### config.mk
export PLATFORM = sky130hd
export DESIGN_NAME = encode_4to2_debounced_flat
export DESIGN_NICKNAME = d
export VERILOG_FILES = /design/src/rtl/encode_4to2_debounced_pkg.sv /design/src/rtl/encode_4to2_debounced_if.sv /design/src/rtl/encode_4to2_debounced_debounce.sv /design/src/rtl/encode_4to2_debounced.sv /design/src/flat_wrapper.sv
export SDC_FILE = /design/constraint.sdc
export NUM_CORES = 1
export LEC_CHECK = 0
export BUFFER_PORTS_ARGS = -buffer_cell sky130_fd_sc_hd__clkbuf_2
export CORE_AREA = 3 3 40 42
export DETAILED_ROUTE_END_ITERATION = 7
export DIE_AREA = 0 0 43 45
export PLACE_DENSITY = 0.83
export RECOVER_POWER = 50
export SLEW_MARGIN = 15
export SYNTH_ARGS = -nofsm -noshare
export SYNTH_HDL_FRONTEND = slang
export SYNTH_SLANG_ARGS = --single-unit
### constraint.sdc
create_clock -name Clk -period 3.1 [get_ports Clk]
set_clock_uncertainty 0.15 [all_clocks]
set_input_delay 0.62 -clock Clk [delete_from_list [all_inputs] [get_ports Clk]]
set_output_delay 0.62 -clock Clk [all_outputs]
set_load 0.05 [all_outputs]
### src/rtl/encode_4to2_debounced_pkg.sv
// Shared types and helpers for the debounced 4-to-2 encoder.
package encode_pkg;

  typedef logic [1:0] code_t;

  localparam code_t CODE0 = 2'd0;
  localparam code_t CODE1 = 2'd1;
  localparam code_t CODE2 = 2'd2;
  localparam code_t CODE3 = 2'd3;

  typedef enum logic [1:0] {IDLE, HOLD, RELEASE} state_e;

  typedef struct packed {
    code_t code;
    logic  valid;
    logic  multi;
  } enc_rsp_t;

  function automatic logic is_onehot(input logic [3:0] v);
    return (v != 4'd0) && ((v & (v - 4'd1)) == 4'd0);
  endfunction

  // Highest set bit wins; exact index for a one-hot pattern.
  function automatic code_t enc_index(input logic [3:0] v);
    if (v[3])      return CODE3;
    else if (v[2]) return CODE2;
    else if (v[1]) return CODE1;
    else           return CODE0;
  endfunction

endpackage

### src/rtl/encode_4to2_debounced_if.sv
// Input bus plus Valid/Ready result channel of the debounced encoder.
interface encode_4to2_debounced_if;
  import encode_pkg::*;

  logic [3:0] In;
  logic       Ready;
  code_t      Out;
  logic       Valid;
  logic       Multi;

  modport master (output In, output Ready, input Out, input Valid, input Multi);
  modport slave  (input In, input Ready, output Out, output Valid, output Multi);
endinterface

### src/rtl/encode_4to2_debounced_debounce.sv
// debounce_4: samples the raw bus and flags when it has held for DEBOUNCE_CYCLES samples.
module debounce_4 #(
  parameter int DEBOUNCE_CYCLES = 4
) (
  input  logic       Clk,
  input  logic       Rst,
  input  logic [3:0] In,
  output logic [3:0] S,
  output logic       Stable
);
  localparam int CW = $clog2(DEBOUNCE_CYCLES);
  localparam logic [CW-1:0] CMAX = CW'(DEBOUNCE_CYCLES - 1);

  logic [3:0]    s_q, s_d;
  logic [CW-1:0] cnt_q, cnt_d;

  always_comb begin
    s_d   = In;
    cnt_d = cnt_q;
    if (In != s_q)          cnt_d = '0;
    else if (cnt_q != CMAX) cnt_d = cnt_q + 1'b1;
  end

  always_ff @(posedge Clk) begin
    if (Rst) begin
      s_q   <= '0;
      cnt_q <= '0;
    end else begin
      s_q   <= s_d;
      cnt_q <= cnt_d;
    end
  end

  assign S      = s_q;
  assign Stable = (cnt_q == CMAX);
endmodule

### src/rtl/encode_4to2_debounced.sv
// Debounced 4-to-2 encoder: one Valid/Ready transfer per stable press, re-armed on stable release.
// ENC_PRIORITY_EN: report multi-hot patterns by priority instead of rejecting them.
module encode_4to2_debounced
  import encode_pkg::*;
#(
  parameter int DEBOUNCE_CYCLES = 4
) (
  input  logic                    Clk,
  input  logic                    Rst,
  encode_4to2_debounced_if.slave  bus
);
  logic [3:0] s;
  logic       stable;

  debounce_4 #(.DEBOUNCE_CYCLES(DEBOUNCE_CYCLES)) u_deb (
    .Clk    (Clk),
    .Rst    (Rst),
    .In     (bus.In),
    .S      (s),
    .Stable (stable)
  );

  state_e   state_q, state_d;
  enc_rsp_t rsp_q, rsp_d;

  always_comb begin
    state_d = state_q;
    rsp_d   = rsp_q;
    case (state_q)
      IDLE: begin
        if (stable && s != 4'd0) begin
          if (is_onehot(s)) begin
            rsp_d   = '{code: enc_index(s), valid: 1'b1, multi: 1'b0};
            state_d = HOLD;
          end else begin
`ifdef ENC_PRIORITY_EN
            rsp_d   = '{code: enc_index(s), valid: 1'b1, multi: 1'b1};
            state_d = HOLD;
`else
            // Rejected: Out keeps its old code, Multi pulses for the one RELEASE-entry cycle.
            rsp_d.multi = 1'b1;
            state_d     = RELEASE;
`endif
          end
        end
      end
      HOLD: begin
        if (rsp_q.valid && bus.Ready) begin
          rsp_d.valid = 1'b0;
          rsp_d.multi = 1'b0;
          state_d     = RELEASE;
        end
      end
      RELEASE: begin
        rsp_d.multi = 1'b0;
        if (stable && s == 4'd0) state_d = IDLE;
      end
      default: state_d = IDLE;
    endcase
  end

  always_ff @(posedge Clk) begin
    if (Rst) begin
      state_q <= IDLE;
      rsp_q   <= '0;
    end else begin
      state_q <= state_d;
      rsp_q   <= rsp_d;
    end
  end

  assign bus.Out   = rsp_q.code;
  assign bus.Valid = rsp_q.valid;
  assign bus.Multi = rsp_q.multi;
endmodule

### src/flat_wrapper.sv
// flat-port wrapper written by rule: the top's interface ports become plain ports
module encode_4to2_debounced_flat import encode_pkg::*;
#(
  parameter int DEBOUNCE_CYCLES = 4
)
  (Clk, Rst, bus_In, bus_Ready, bus_Out, bus_Valid, bus_Multi);
  encode_4to2_debounced_if bus_i ();
  input  logic Clk;
  input  logic Rst;
  input wire logic [$bits(bus_i.In)-1:0] bus_In;
  input wire logic [$bits(bus_i.Ready)-1:0] bus_Ready;
  output wire logic [$bits(bus_i.Out)-1:0] bus_Out;
  output wire logic [$bits(bus_i.Valid)-1:0] bus_Valid;
  output wire logic [$bits(bus_i.Multi)-1:0] bus_Multi;
  assign bus_i.In = bus_In;
  assign bus_i.Ready = bus_Ready;
  assign bus_Out = bus_i.Out;
  assign bus_Valid = bus_i.Valid;
  assign bus_Multi = bus_i.Multi;
  encode_4to2_debounced #(.DEBOUNCE_CYCLES(DEBOUNCE_CYCLES)) u_core (.Clk(Clk), .Rst(Rst), .bus(bus_i));
endmodule
==> out/metrics.yaml <==
root_buffer: "clkbuf_4"
io_buffers: 10
crit_path_max_fanout: 2
criticalPathCategory: "flop to output port"
fin_crit_sh: 0.5895
leakage_nw: 0.3031
cts_tree: "done"
crit_required_ns: 2.33
clkLatencyLatePin_ns: 0.26
dp_hpwl_um: 931.2
die_w_um: 43
dieArea_sq_mm: 0.001935
cts_resized: 0
irDropWorstVdd_uv: 314.3
grt_use_total: 0.1546
synth_fp_nets: 88
tightest_slew_ns: 0.5900
clkSinkCount: 12
antenna_left: 0
outcome: "finished clean"
synth_edf_count: 0
core_area_sq_mm: 0.001285
mostFrequentLayoutCells: "12 x dfxtp_1, 7 x clkbuf_2, 6 x inv_1, 6 x nor2_1"
critPathArrivalTime_ns: 1.06
power_mw: 0.3555
layout-drive-gt1-share: 0.2169
critPathMaxStageDelay_ns: 0.47
grt_pass1_vias: 500
avgViaCountPerCell: 5.531
fin_setup_tns_ns: 0
drt-initial-drc-count: 16
max_freq_ghz: 0.5472
cts_buffers: 3
maxCapViolations: 0
cts.htree.levels: 1
grt_overflow: 0
ios: 11
cts_setup_buffers: 0
finalWirelength_um: 1207
synth_warnings: 0
syn_to_final_growth_pct: 5.963
finalSetupViolations: 0
yosys_register_bits: 12
drv_slew: 0
min_period_ns: 1.827
hold_buffers: 0
path_clk_slew_ns: 0.07
finish.instance_area_sq_um: 778.2
drc: 0
hold_class: "flop to flop"
n_antenna_cell: 0
rows: 13
grt_max_degree: 12
final_cells: 98
place_area_sq_um: 759.5
timing.final.ws_setup_ns: 1.273
synth_ff_type: "dfxtp_1"
avgSynthCellArea_sq_um: 9.664
holdWs_ns: 0.3629
slowest_stage: "clkbuf_1"
wl_per_cell_um: 12.32
final_common_cell: "dfxtp_1"
path_buf_inv: 1
synth_seq_area_share: 0.3271
synthCells: 76
hold_viol_final: 0
async_flop_share: 0
path_cells: "clkbuf_1"
final_core_util: 0.6056
startpoint_type: "flop"
dr.pass1.iters: 4
antenna_found_initial: 0
syn_area_sq_um: 734.5
cts.path.max_buffers: 2
power_density_mw_per_mm2: 456.8
nets: 97
dpl_worst_slack_ns: 1.353
rsz0062_at_grt: "false"
dp.cells: 95
synth_cell_type_count: 30
gp_congestion: 0.7599
cp-end-kind: "output port"
path_delay_family: "buffers and inverters"
grt_pass1_wl_um: 2194
relSlewSlack: 0.6084
start_util: 0.5716
die_y_um: 45
vias: 542
## layer usage
metal  vias to the layer above  track usage  part of all wire
li1                        283            -                 -
met1                       242       0.1946              0.46
met2                        15       0.2335              0.46
met3                         2      0.07171             0.068
met4                         0      0.05422             0.011
met5                         -            0                 0
## final cells by class
type / count / area, sq um
Fill cell: 123 / 506.7
Multi-Input combinational cell: 52 / 427.9
Sequential cell: 12 / 240.2
Timing Repair Buffer: 10 / 46.29
Clock buffer: 3 / 22.52
Inverter: 6 / 22.52
Tap cell: 15 / 18.77
## power by group
group / total, mW / internal (mW) / switching, mW
combinational: 0.0915 / 0.0376 / 0.0539
clock: 0.0891 / 0.0448 / 0.0443
sequential: 0.175 / 0.163 / 0.0119
total: 0.355 / 0.245 / 0.110
## Yosys cell counts (2+ instances only)
library cell  count  area (sq um)
nor2b_1           4         25.02
ha_1              5         62.56
a21oi_1           5         25.02
nor2_1            6         22.52
dfxtp_1          12         240.2
xnor2_1           3         26.28
nor4b_2           2         30.03
buf_6             2         22.52
buf_2             2         10.01
nand4_1           3         18.77
xor2_1            3         26.28
a31oi_1           3         18.77
a311oi_2          3         45.04
mux2i_1           2         20.02
inv_1             6         22.52
## registers in the layout (all words and copies together), names as in the netlist
signal              count
u_core.u_deb.S          4
u_core.bus.Out          2
u_core.state_q          2
u_core.u_deb.cnt_q      2
u_core.bus.Multi        1
u_core.bus.Valid        1
## path summary, 6_finish.rpt
check / from / to / slack [ns] / cells after the start
worst min register to register: u_core.u_deb.cnt_q[1]$_SDFFE_PP0N_ / u_core.u_deb.cnt_q[1]$_SDFFE_PP0N_ / 0.36 / 2
worst max-delay path: u_core.bus.Out[1]$_SDFFE_PP0P_ / bus_Out[1] / 1.27 / 1
worst max register to register: u_core.state_q[1]$_SDFFE_PP0P_ / u_core.state_q[1]$_SDFFE_PP0P_ / 1.33 / 6
worst min-delay path: u_core.u_deb.cnt_q[1]$_SDFFE_PP0N_ / u_core.u_deb.cnt_q[1]$_SDFFE_PP0N_ / 0.36 / 2
## cell families after synthesis
group                    count (synthesis)  synth area share
multiplexers                             2           0.02726
adder cells (fa/ha/maj)                  5           0.08518
flip-flops                              12            0.3271
XOR/XNOR                                 6           0.07156
AND/OR/NAND/NOR                         19            0.1738
AO/OA/AOI/OAI                           20            0.2249
buffers and inverters                   12           0.09028
(Power assumes the default switching activity.)
